<file path="src/rtl/chess_lab_engine_if.sv">
// Bundle of the game-engine control and status signals between the board top level and chess_lab_engine.
// The master drives moves and commands. The slave reports the target, timer, scores and judgements.
interface chess_lab_engine_if #(
  parameter int N_PLAYERS = 2,
  parameter int TIME_W    = 8,
  parameter int SCORE_W   = 8
);
  logic                           iniciar;
  logic                           terminar;
  logic                           temJogada;
  logic [2:0]                     jogadaLinha;
  logic [2:0]                     jogadaColuna;
  logic [2:0]                     linhaEsperada;
  logic [2:0]                     colunaEsperada;
  logic [1:0]                     jogador;
  logic [TIME_W-1:0]              tempo;
  logic [N_PLAYERS*SCORE_W-1:0]   pontos;
  logic                           acertou;
  logic                           errou;
  logic                           fim;
  logic [3:0]                     db_estado;

  modport master (
    output iniciar, terminar, temJogada, jogadaLinha, jogadaColuna,
    input  linhaEsperada, colunaEsperada, jogador, tempo, pontos,
           acertou, errou, fim, db_estado
  );

  modport slave (
    input  iniciar, terminar, temJogada, jogadaLinha, jogadaColuna,
    output linhaEsperada, colunaEsperada, jogador, tempo, pontos,
           acertou, errou, fim, db_estado
  );
endinterface

</file>
<file path="src/rtl/chess_lab_engine.sv">
// N-player chess-square game engine: LFSR targets, per-turn countdown, move judging and per-player scores.
// Define CHESS_LAB_BCD_SCORE_EN to make scores count in packed BCD; otherwise they count in saturating binary.
module chess_lab_engine #(
  parameter int          N_PLAYERS  = 2,
  parameter int          TIME_W     = 8,
  parameter int          TIME_LIMIT = 100,
  parameter int          PENALTY    = 10,
  parameter int          TICK_DIV   = 1,
  parameter int          SCORE_W    = 8,
  parameter logic [5:0]  SEED       = 6'b000001
) (
  input  logic            clock,
  input  logic            reset,
  chess_lab_engine_if.slave bus
);

  typedef enum logic [3:0] {
    S_INICIAL = 4'd0,
    S_PREPARA = 4'd1,
    S_ESPERA  = 4'd2,
    S_COMPARA = 4'd3,
    S_ACERTO  = 4'd4,
    S_ERRO    = 4'd5,
    S_TROCA   = 4'd6,
    S_FIM     = 4'd7
  } state_t;

  localparam int                 PRESC_W    = (TICK_DIV > 1) ? $clog2(TICK_DIV) : 1;
  localparam logic [PRESC_W-1:0] PRESC_LAST = PRESC_W'(TICK_DIV - 1);
  localparam logic [TIME_W-1:0]  TIME_LOAD  = TIME_W'(TIME_LIMIT);
  localparam logic [TIME_W-1:0]  TIME_PEN   = TIME_W'(PENALTY);
  localparam logic [1:0]         LAST_P     = 2'(N_PLAYERS - 1);

  state_t                        r_state, w_next;
  logic [5:0]                    r_lfsr;
  logic [2:0]                    r_linha, r_coluna, r_mov_linha, r_mov_coluna;
  logic [1:0]                    r_jogador;
  logic [TIME_W-1:0]             r_tempo;
  logic [PRESC_W-1:0]            r_presc;
  logic [N_PLAYERS*SCORE_W-1:0]  r_pontos;
  logic                          r_tem_d;
  logic                          w_edge, w_expired, w_abort, w_draw, w_match;

  function automatic logic [SCORE_W-1:0] score_inc(input logic [SCORE_W-1:0] v);
`ifdef CHESS_LAB_BCD_SCORE_EN
    logic [SCORE_W-1:0] r;
    logic               carry;
    logic               all_nines;
    r         = v;
    carry     = 1'b1;
    all_nines = 1'b1;
    for (int d = 0; d < SCORE_W / 4; d++) begin
      if (v[4*d +: 4] != 4'd9) all_nines = 1'b0;
      if (carry) begin
        if (v[4*d +: 4] == 4'd9) begin
          r[4*d +: 4] = 4'd0;
        end else begin
          r[4*d +: 4] = v[4*d +: 4] + 4'd1;
          carry       = 1'b0;
        end
      end
    end
    return all_nines ? v : r;
`else
    return (&v) ? v : v + SCORE_W'(1);
`endif
  endfunction

  assign w_edge    = bus.temJogada & ~r_tem_d;
  assign w_expired = (r_tempo == '0);
  assign w_match   = ({r_mov_linha, r_mov_coluna} == {r_linha, r_coluna});
  assign w_abort   = bus.terminar && (r_state != S_INICIAL) && (r_state != S_FIM);

  // NOTE: every signal written here gets a default first, so no path can leave it unassigned and infer a latch.
  always_comb begin
    w_next      = r_state;
    w_draw      = 1'b0;
    bus.acertou = 1'b0;
    bus.errou   = 1'b0;
    bus.fim     = 1'b0;
    if (w_abort) begin
      w_next = S_FIM;
    end else begin
      case (r_state)
        S_INICIAL: if (bus.iniciar) w_next = S_PREPARA;
        S_PREPARA: begin w_next = S_ESPERA; w_draw = 1'b1; end
        S_ESPERA: begin
          if (w_expired)   w_next = S_TROCA;
          else if (w_edge) w_next = S_COMPARA;
        end
        S_COMPARA: w_next = w_match ? S_ACERTO : S_ERRO;
        S_ACERTO:  begin w_next = S_ESPERA; w_draw = 1'b1; end
        S_ERRO:    w_next = S_ESPERA;
        S_TROCA: begin
          w_next = (r_jogador == LAST_P) ? S_FIM : S_ESPERA;
          w_draw = (r_jogador != LAST_P);
        end
        S_FIM:     if (bus.iniciar) w_next = S_PREPARA;
        default:   w_next = S_INICIAL;
      endcase
    end
    case (r_state)
      S_ACERTO: bus.acertou = 1'b1;
      S_ERRO:   bus.errou   = 1'b1;
      S_FIM:    bus.fim     = 1'b1;
      default:  ;
    endcase
  end

  // NOTE: sequential state uses non-blocking assignments so every register samples pre-edge values.
  always_ff @(posedge clock) begin
    if (reset) begin
      r_state      <= S_INICIAL;
      r_lfsr       <= SEED;
      r_linha      <= '0;
      r_coluna     <= '0;
      r_mov_linha  <= '0;
      r_mov_coluna <= '0;
      r_jogador    <= '0;
      r_tempo      <= '0;
      r_presc      <= '0;
      r_pontos     <= '0;
      r_tem_d      <= 1'b0;
    end else begin
      r_state <= w_next;
      r_tem_d <= bus.temJogada;
      if (w_draw) begin
        r_linha  <= r_lfsr[5:3];
        r_coluna <= r_lfsr[2:0];
        r_lfsr   <= {r_lfsr[4:0], r_lfsr[5] ^ r_lfsr[4]};
      end
      if (!w_abort) begin
        case (r_state)
          S_PREPARA: begin
            r_pontos  <= '0;
            r_jogador <= '0;
            r_tempo   <= TIME_LOAD;
          end
          S_ESPERA: begin
            // Expiry outranks a simultaneous move edge; the timer holds once it reaches zero.
            if (!w_expired) begin
              if (r_presc == PRESC_LAST) begin
                r_presc <= '0;
                r_tempo <= r_tempo - TIME_W'(1);
              end else begin
                r_presc <= r_presc + PRESC_W'(1);
              end
              if (w_edge) begin
                r_mov_linha  <= bus.jogadaLinha;
                r_mov_coluna <= bus.jogadaColuna;
              end
            end
          end
          S_ACERTO: begin
            for (int p = 0; p < N_PLAYERS; p++) begin
              if (r_jogador == 2'(p))
                r_pontos[p*SCORE_W +: SCORE_W] <= score_inc(r_pontos[p*SCORE_W +: SCORE_W]);
            end
          end
          S_ERRO: r_tempo <= (r_tempo > TIME_PEN) ? r_tempo - TIME_PEN : '0;
          S_TROCA: begin
            if (r_jogador != LAST_P) begin
              r_jogador <= r_jogador + 2'd1;
              r_tempo   <= TIME_LOAD;
            end
          end
          default: ;
        endcase
      end
      if ((w_next == S_ESPERA) && (r_state != S_ESPERA)) r_presc <= '0;
    end
  end

  assign bus.linhaEsperada  = r_linha;
  assign bus.colunaEsperada = r_coluna;
  assign bus.jogador        = r_jogador;
  assign bus.tempo          = r_tempo;
  assign bus.pontos         = r_pontos;
  assign bus.db_estado      = r_state;

endmodule

</file>
<file path="src/flat_wrapper.sv">
// flat-port wrapper written by rule: the top's interface ports become plain ports
module chess_lab_engine_flat 
#(
  parameter int          N_PLAYERS  = 2,
  parameter int          TIME_W     = 8,
  parameter int          TIME_LIMIT = 100,
  parameter int          PENALTY    = 10,
  parameter int          TICK_DIV   = 1,
  parameter int          SCORE_W    = 8,
  parameter logic [5:0]  SEED       = 6'b000001
)
  (clock, reset, bus_iniciar, bus_terminar, bus_temJogada, bus_jogadaLinha, bus_jogadaColuna, bus_linhaEsperada, bus_colunaEsperada, bus_jogador, bus_tempo, bus_pontos, bus_acertou, bus_errou, bus_fim, bus_db_estado);
  chess_lab_engine_if #(.N_PLAYERS(N_PLAYERS), .TIME_W(TIME_W), .SCORE_W(SCORE_W)) bus_i ();
  input  logic clock;
  input  logic reset;
  input wire logic [$bits(bus_i.iniciar)-1:0] bus_iniciar;
  input wire logic [$bits(bus_i.terminar)-1:0] bus_terminar;
  input wire logic [$bits(bus_i.temJogada)-1:0] bus_temJogada;
  input wire logic [$bits(bus_i.jogadaLinha)-1:0] bus_jogadaLinha;
  input wire logic [$bits(bus_i.jogadaColuna)-1:0] bus_jogadaColuna;
  output wire logic [$bits(bus_i.linhaEsperada)-1:0] bus_linhaEsperada;
  output wire logic [$bits(bus_i.colunaEsperada)-1:0] bus_colunaEsperada;
  output wire logic [$bits(bus_i.jogador)-1:0] bus_jogador;
  output wire logic [$bits(bus_i.tempo)-1:0] bus_tempo;
  output wire logic [$bits(bus_i.pontos)-1:0] bus_pontos;
  output wire logic [$bits(bus_i.acertou)-1:0] bus_acertou;
  output wire logic [$bits(bus_i.errou)-1:0] bus_errou;
  output wire logic [$bits(bus_i.fim)-1:0] bus_fim;
  output wire logic [$bits(bus_i.db_estado)-1:0] bus_db_estado;
  assign bus_i.iniciar = bus_iniciar;
  assign bus_i.terminar = bus_terminar;
  assign bus_i.temJogada = bus_temJogada;
  assign bus_i.jogadaLinha = bus_jogadaLinha;
  assign bus_i.jogadaColuna = bus_jogadaColuna;
  assign bus_linhaEsperada = bus_i.linhaEsperada;
  assign bus_colunaEsperada = bus_i.colunaEsperada;
  assign bus_jogador = bus_i.jogador;
  assign bus_tempo = bus_i.tempo;
  assign bus_pontos = bus_i.pontos;
  assign bus_acertou = bus_i.acertou;
  assign bus_errou = bus_i.errou;
  assign bus_fim = bus_i.fim;
  assign bus_db_estado = bus_i.db_estado;
  chess_lab_engine #(.N_PLAYERS(N_PLAYERS), .TIME_W(TIME_W), .TIME_LIMIT(TIME_LIMIT), .PENALTY(PENALTY), .TICK_DIV(TICK_DIV), .SCORE_W(SCORE_W), .SEED(SEED)) u_core (.clock(clock), .reset(reset), .bus(bus_i));
endmodule
</file>
<file path="config.mk">
export PLATFORM = sky130hd
export DESIGN_NAME = chess_lab_engine_flat
export DESIGN_NICKNAME = d
export VERILOG_FILES = /design/src/rtl/chess_lab_engine_if.sv /design/src/rtl/chess_lab_engine.sv /design/src/flat_wrapper.sv
export SDC_FILE = /design/constraint.sdc
export NUM_CORES = 1
export LEC_CHECK = 0
export ABC_AREA = 1
export CORE_MARGIN = 5
export CORE_UTILIZATION = 53
export DETAILED_ROUTE_END_ITERATION = 8
export PLACE_DENSITY_LB_ADDON = 0.05
export SYNTH_ARGS = -nofsm -noshare
export SYNTH_HDL_FRONTEND = slang
export SYNTH_SLANG_ARGS = --single-unit
</file>
<file path="constraint.sdc">
create_clock -name clock -period 4.7 [get_ports clock]
set_clock_uncertainty 0.1 [all_clocks]
set_input_delay 0.94 -clock clock [delete_from_list [all_inputs] [get_ports clock]]
set_output_delay 0.94 -clock clock [all_outputs]
set_load 0.05 [all_outputs]
</file>
## Word level (Yosys, flattened, before mapping)

Index checks and enable logic that the tools add are counted.

| word-level totals | value |
|---|---|
| bits in registers | 50 |
| logic and storage cells | 91 |

| cells by class | value |
|---|---|
| reduce and logical (&&, ||, !) cells | 22 |
| magnitude comparators | 1 |
| muxes and demuxes | 25 |
| $add $sub $neg | 6 |
| bitwise logic cells | 5 |
| eq/ne operators | 20 |

Operators with widths:

| operator | number |
|---|---|
| 8-bit two-way mux | 8 |
| 16-bit case mux with 2 select lines | 1 |
| 8-bit case mux with 4 select lines | 1 |
| 4-bit case mux with 5 select lines | 1 |
| 8-bit by 1-bit adder with 8-bit output, second input constant | 2 |
| 4-bit by 3-bit equality test with 1-bit output, second input constant | 4 |
| 4-bit two-way mux | 4 |
| 8-bit AND reduction | 2 |
| 4-bit by 2-bit equality test with 1-bit output, second input constant | 3 |
| 4-bit AND reduction | 3 |
| 8-bit by 4-bit greater-than comparator with 1-bit output, second input constant | 1 |
| 8-bit logical NOT | 1 |
| 2-bit by 1-bit != test with 1-bit output, second input constant | 4 |
| 2-bit != test, second input constant | 4 |
| 4-bit nonzero test | 2 |
| 8-bit by 1-bit subtractor with 8-bit output, second input constant | 1 |
| 8-bit by 4-bit subtractor with 8-bit output, second input constant | 1 |
| 6-bit equality test | 1 |
| 1-bit two-way mux | 6 |
| 3-bit AND reduction | 2 |
| 2-bit OR reduction | 3 |
| 5-bit AND reduction | 1 |
| 4-bit by 1-bit equality test with 1-bit output, second input constant | 1 |
| 4-bit logical NOT | 1 |
| 16 further kinds | 21 |

## Longest topological paths before layout

Gate-level depths: netlist (run 1).

| depth | value |
|---|---|
| word-level depth | 9 |
| mapped depth | 12 |
| depth with buffers taken out | 12 |

## Worst setup path before layout (run 1)

OpenSTA, ideal clock, no wires.

| path | value |
|---|---|
| path type | register to output |
| from | reg u_core.r_state[2], in the netlist u_core.bus.db_estado[2] |
| to | out bus_errou |
| buffers on the path | 0 |
| data arrival time | 1.443 ns |
| required time | 3.660 ns |
| slack | 2.217 ns |
| cell stages (with the launch flop) | 5 |
| cells stage by stage | dfxtp_1 inv_1 nor2_4 nand3_1 inv_1 |

| on the way | value |
|---|---|
| longest elaborated chain between the ends | 2 |

Ends and longest elaborated chain:

| what | RTL line | RTL |
|---|---|---|
| start: declaration | chess_lab_engine.sv:34 | `state_t r_state, w_next;` |
| start signal: assignment | chess_lab_engine.sv:125 | `r_state <= w_next;` |
| 4-bit by 3-bit equality test with 1-bit output | chess_lab_engine.sv:102 | `case (r_state)` |
| 1-bit two-way mux | chess_lab_engine.sv:102 |  |
| end: declaration | flat_wrapper.sv:27 | `output wire logic [$bits(bus_i.errou)-1:0] bus_errou;` |

Every way passes these cells.

## Worst setup path after layout (run 1)

| path | value |
|---|---|
| from | reg u_core.r_state[2], in the netlist u_core.bus.db_estado[2] |
| to | out bus_acertou |

| on the way | value |
|---|---|
| longest elaborated chain between the ends | 2 |

Ends and longest elaborated chain:

| what | RTL line | RTL |
|---|---|---|
| 4-bit by 3-bit equality test with 1-bit output | chess_lab_engine.sv:102 |  |
| 1-bit two-way mux | chess_lab_engine.sv:102 |  |
| end: declaration | flat_wrapper.sv:26 | `output wire logic [$bits(bus_i.acertou)-1:0] bus_acertou;` |

Every way passes these cells.

==> results.py, run 1 <==
metrics = {
    "run": {
        "cap_viol_max_count": 0,
    },
    "die": {
        "pin_count": 50,
        "core_um2": 4790,
        "initial_core_util_pct": 55.3,
        "chipWidth_um": 80.7,
        "rows": 25,
        "fp.dieH_um": 80.7,
        "die_area_um2": 6510,
    },
    "placed_design": {
        "place.gp.congestion": 0.877,
        "hpwl_um": 4560,
        "port_buffers": 49,
    },
    "cts": {
        "cts.sinks": 44,
        "cts_tree": "yes",
        "clkLatencyLatePin_ns": 0.30,
        "htreeDepth": 2,
        "ctsResizeCount": 0,
        "clkTransAtPathRegs_ns": 0.08,
        "numCtsBuffers": 5,
        "cts-root-buf": "clkbuf_8",
        "postCtsSetupRepairBufs": 0,
        "cts_hold_buf": 0,
        "clk_path_buf_depth": 2,
    },
    "route": {
        "avgRoutedWirePerCell_um": 11.8,
        "drt-total-wl_um": 6140,
        "drtIter0Drc": 115,
        "drcViolationCount": 0,
        "via_per_inst": 5.01,
        "ant_nets": 0,
        "first_pass_iters": 4,
        "vias": 2607,
    },
    "pwr": {
        "total_leakage_power_nw": 1.45,
        "peakVddDrop_mv": 0.234,
        "p_per_area_nw_per_um2": 260,
    },
    "timing": {
        "timing.final.crit_share_pct": 68.1,
        "finalSetupViolCount": 0,
        "tightest_slew_ns": 0.530,
        "hold_viol": 0,
        "rsz0062_at_grt": "false",
        "holdWs_ns": 0.395,
        "fin_tns_setup_ns": 0,
        "max_freq_mhz": 313,
        "fin_crit_ns": 3.20,
        "relSlewSlack_pct": 64.5,
        "slew_violations": 0,
    },
    "setup_path": {
        "worstSetupEndpointType": "output port",
        "crit_arrival_ns": 2.16,
        "required_ns": 3.66,
        "rr_startpoint": "u_core.bus.db_estado[2]$_SDFF_PP0_",
        "r2r_setup_slack_ns": 2.85,
        "worstReg2RegEnd": "u_core.bus.pontos[14]$_SDFFE_PP0P_",
        "r2r_cells": 9,
        "critPathKind": "flop to output port",
        "critical_path.startpoint": "u_core.bus.db_estado[2]$_SDFF_PP0_",
        "crit_fanout": 14,
        "cp-start-kind": "flop",
    },
    "global_routing": {
        "grt_usage_pct": 20.0,
        "grt_max_degree": 30,
        "antenna_found_initial": 0,
        "overflow": 0,
        "grt_pass1_vias": 2380,
        "grt_pass1_wl_um": 10400,
    },
    "finish": {
        "layout_commonest_cell": "nand2_1",
        "layout_common_cells": "nand2_1, nor2_1, clkdlybuf4s50_1, dfxtp_1, inv_1",
        "area_growth_pct": 23.0,
        "drive_gt1_share_pct": 7.73,
        "diodes": 0,
        "final_nets": 472,
    },
    "synth": {
        "seq_area_frac_synth_pct": 33.3,
        "syn_inst": 406,
        "synth.distinct_cells": 30,
        "synth-seq-cells": 44,
        "ys_warn_count": 0,
        "synth.net_count": 426,
        "synth_area_um2": 2650,
        "syn_area_per_cell_um2": 6.52,
    },
    "worst_hold_path": {
        "min_to": "u_core.bus.pontos[13]$_SDFFE_PP0P_",
        "min_delay_path_depth": 2,
        "hp-class": "flop to flop",
        "hp-start": "u_core.bus.pontos[13]$_SDFFE_PP0P_",
    },
    "run_status": {
        "status": "completed",
    },
}
-- report_power, final --
part	internal (W)	switching (W)	leakage [nW]
clock network	0.000104	0.000128	0.0479
logic	0.0000707	0.000142	1.04
registers	0.000387	0.0000168	0.357
total	0.000561	0.000287	1.45
-- worst max path at each step --
stage                   to  slack [ns]
2_1_floorplan    bus_errou        2.22
3_3_place_gp   bus_acertou        1.87
3_5_place_dp   bus_acertou        1.81
4_1_cts        bus_acertou        1.48
5_1_grt        bus_acertou        1.37
6_report       bus_acertou        1.50
-- critical path, cell delays in order, from the launching register on --
cell	delay, ns
dfxtp_1	0.38
inv_1	0.09
nor2_4	0.16
nand2_2	0.22
inv_2	0.18
clkdlybuf4s50_1	0.83
-- through the flow --
step	instances	utilization (%)	worst slack, ns	cell area [um2]	total power [W]
detailed placement	512	66.2	1.81	3170	0.000624
CTS	520	68.0	1.48	3260	0.000857
finish	520	68.0	1.50	3260	0.000848
floorplan	406	-	2.22	2650	0.000566
global route	520	68.0	1.37	3260	0.000898
global placement	512	66.2	1.87	3170	0.000620
-- synth_stat cells --
library cell | number | area, um2
nand2_1 | 108 | 405
nor2_1 | 60 | 225
dfxtp_1 | 44 | 881
inv_1 | 42 | 158
a21oi_1 | 28 | 140
nand3_1 | 25 | 125
o21ai_0 | 16 | 80.1
xor2_1 | 15 | 131
ha_1 | 9 | 113
inv_2 | 8 | 30.0
nand2_2 | 8 | 50.1
buf_4 | 5 | 37.5
clkbuf_1 | 5 | 18.8
nand4_1 | 5 | 31.3
nor3_1 | 5 | 25.0
a211oi_1 | 4 | 30.0
nor2_4 | 3 | 33.8
a31oi_1 | 2 | 12.5
o22ai_1 | 2 | 12.5
or2_2 | 2 | 12.5
buf_2 | 1 | 5.00
conb_1 | 1 | 3.75
nand2_4 | 1 | 11.3
nand3_2 | 1 | 10.0
nand3_4 | 1 | 17.5
nor3_2 | 1 | 10.0
nor3b_1 | 1 | 7.51
o21ai_1 | 1 | 5.00
o21ai_4 | 1 | 16.3
xnor2_1 | 1 | 8.76
-- cell families after synthesis --
| logic type | after synthesis | share of synthesized area, % |
|---|---|---|
| fa+ha+maj | 9 | 4.25 |
| simple gates | 221 | 36.4 |
| xor+xnor | 16 | 5.29 |
| other cells | 1 | 0.142 |
| flops | 44 | 33.3 |
| buf+inv | 61 | 9.40 |
| compound gates | 54 | 11.2 |
-- metal layers --
layer  global-route usage (%)  wire length [um]  vias to the layer above
met5                        0                 0                        -
met4                     7.77                64                        0
met3                     4.37               298                        6
met2                     33.9              2960                       63
met1                     24.5              2820                     1163
li1                         -                 -                     1375
-- state kept, by name, indices dropped and copies added, names as in the netlist --
| register | count |
|---|---|
| u_core.r_lfsr | 2 |
| u_core.r_mov_linha | 3 |
| u_core.r_tem_d | 1 |
| u_core.bus.pontos | 16 |
| u_core.bus.db_estado | 4 |
| u_core.r_mov_coluna | 3 |
| u_core.bus.tempo | 8 |
| u_core.bus.colunaEsperada | 2 |
| u_core.bus.linhaEsperada | 3 |
| u_core.bus.jogador | 2 |
-- layout make-up --
type	instances	area, um2
clock buffers	5	68.8
fillers	433	1530
repair buffers	50	498
multi-input cells	301	1520
inverters	50	188
flip-flops and latches	44	881
clock inverters	3	18.8
well taps	67	83.8
No activity file was read; power rests on OpenSTA's default activity.
==> run 2, diff against run 1 <==
CORE_UTILIZATION = 47   (was 53)
clock period = 2.88 ns   (was 4.7 ns; I/O delays follow)
==> run 2 against run 1 <==
Sequential power rose by 63%. Worst hold slack got worse by 0.012 ns. Count of clock-buffer cells in the layout rose by 2. Sequential cell count did not move. Critical path depth did not move. Sequential share of layout area fell by 0.19 points. Critical path type unchanged. Highest routed layer unchanged.
==> results.py, run 2 (synthesis gave the netlist of run 1 again) <==
metrics = {
    "timing": {
        "fin_tns_setup_ns": 0,
        "max_freq_mhz": 370,
        "fin_crit_ns": 2.70,
        "rsz0062_at_grt": "false",
        "finalSetupViolCount": 0,
        "timing.final.crit_share_pct": 93.9,
        "tightest_slew_ns": 0.526,
        "hold_viol": 0,
        "slew_violations": 0,
        "relSlewSlack_pct": 64.8,
    },
    "cts": {
        "cts_tree": "yes",
        "clkTransAtPathRegs_ns": 0.08,
        "numCtsBuffers": 5,
        "cts-root-buf": "clkbuf_8",
        "postCtsSetupRepairBufs": 0,
        "cts_hold_buf": 0,
        "htreeDepth": 2,
        "clkLatencyLatePin_ns": 0.30,
        "clk_path_buf_depth": 2,
        "ctsResizeCount": 0,
        "cts.sinks": 44,
    },
    "placed_design": {
        "port_buffers": 49,
        "placed_cells": 518,
        "dpl_cell_area_um2": 3180,
        "hpwl_um": 4590,
        "place.gp.congestion": 0.808,
    },
    "setup_path": {
        "critPathKind": "flop to output port",
        "crit_fanout": 6,
        "worstSetupEndpointType": "output port",
        "crit_arrival_ns": 2.03,
        "r2r_setup_slack_ns": 1.00,
        "cp-start-kind": "flop",
        "required_ns": 2.20,
    },
    "route": {
        "drcViolationCount": 0,
        "via_per_inst": 5.02,
        "vias": 2633,
        "avgRoutedWirePerCell_um": 11.8,
        "drt-total-wl_um": 6220,
        "ant_nets": 0,
        "first_pass_iters": 6,
        "drtIter0Drc": 71,
    },
    "global_routing": {
        "overflow": 0,
        "antenna_found_initial": 0,
        "grt_usage_pct": 17.8,
        "grt_pass1_vias": 2492,
        "grt_pass1_wl_um": 10900,
        "grt_max_degree": 29,
    },
    "pwr": {
        "power_frac_comb_pct": 24.5,
        "p_switching_w": 0.000466,
        "peakVddDrop_mv": 0.344,
        "p_total_w": 0.00143,
        "power.share.sequential_pct": 46.1,
        "internal_power_w": 0.000961,
        "power_frac_clock_pct": 29.5,
        "swShare_pct": 32.7,
        "total_leakage_power_nw": 1.45,
        "p_per_area_nw_per_um2": 435,
    },
    "die": {
        "fp.dieH_um": 85.1,
        "pin_count": 50,
        "initial_core_util_pct": 48.1,
        "die_area_um2": 7230,
        "chipWidth_um": 85.1,
        "rows": 27,
        "core_um2": 5510,
    },
    "finish": {
        "drive_gt1_share_pct": 7.73,
        "final_nets": 473,
        "stdcell_count": 525,
        "multi_input_area_um2": 1520,
        "diodes": 0,
        "area_growth_pct": 23.8,
        "largest_reg_flops": 16,
        "layout_commonest_cell": "nand2_1",
        "fin_util_pct": 59.5,
        "nFillCells": 516,
        "regArea_um2": 881,
        "final_area_um2": 3280,
        "layout_common_cells": "nand2_1, nor2_1, clkdlybuf4s50_1, dfxtp_1, inv_1",
    },
    "worst_hold_path": {
        "hp-class": "flop to flop",
    },
    "run_status": {
        "status": "completed",
    },
    "run": {
        "cap_viol_max_count": 0,
    },
}
run 2: power by group through the flow:
| stage | clock network [W] | registers [W] | logic (W) |
|---|---|---|---|
| after floorplan | 0 | 0.000718 | 0.000206 |
| after global placement | 0 | 0.000671 | 0.000347 |
| after detailed placement | 0 | 0.000671 | 0.000348 |
| after CTS | 0.000433 | 0.000658 | 0.000350 |
| after global routing | 0.000460 | 0.000661 | 0.000384 |
| final | 0.000421 | 0.000657 | 0.000349 |
run 2: cell type report:
class	count	share of cell area, %
Tap cell	72	2.75
Multi-Input combinational cell	301	46.3
Timing Repair Buffer	51	15.4
Inverter	50	5.73
Sequential cell	44	26.9
Clock buffer	7	2.94
run 2: worst max-delay path: stages (launching register included):
cell	delay, ns
dfxtp_1	0.39
inv_1	0.09
nor2_4	0.16
nand3_1	0.12
inv_1	0.15
clkdlybuf4s50_1	0.83
run 2: path summary, 6_finish.rpt:
path	from	endpoint	depth (start not counted)
worst max-delay path	u_core.bus.db_estado[2]$_SDFF_PP0_	bus_errou	5
worst min register to register	u_core.r_lfsr[0]$_SDFFE_PP1P_	u_core.r_lfsr[0]$_SDFFE_PP1P_	2
worst min-delay path	u_core.r_lfsr[0]$_SDFFE_PP1P_	u_core.r_lfsr[0]$_SDFFE_PP1P_	2
worst max register to register	u_core.bus.db_estado[2]$_SDFF_PP0_	u_core.bus.pontos[8]$_SDFFE_PP0P_	10
run 2: per-stage QoR:
stage	hold slack [ns]	setup WS, ns
finish	0.383	0.175
global placement	0.356	0.551
detailed placement	0.371	0.524
floorplan	0.343	0.708
CTS	0.391	0.179
global route	0.414	0.0617
run 2: routing by layer:
metal | track usage [%] | up-vias | wire (um)
li1 | - | 1372 | -
met1 | 21.6 | 1200 | 2870
met2 | 32.3 | 54 | 3000
met3 | 4.08 | 7 | 286
met4 | 3.02 | 0 | 63
met5 | 0 | - | 0
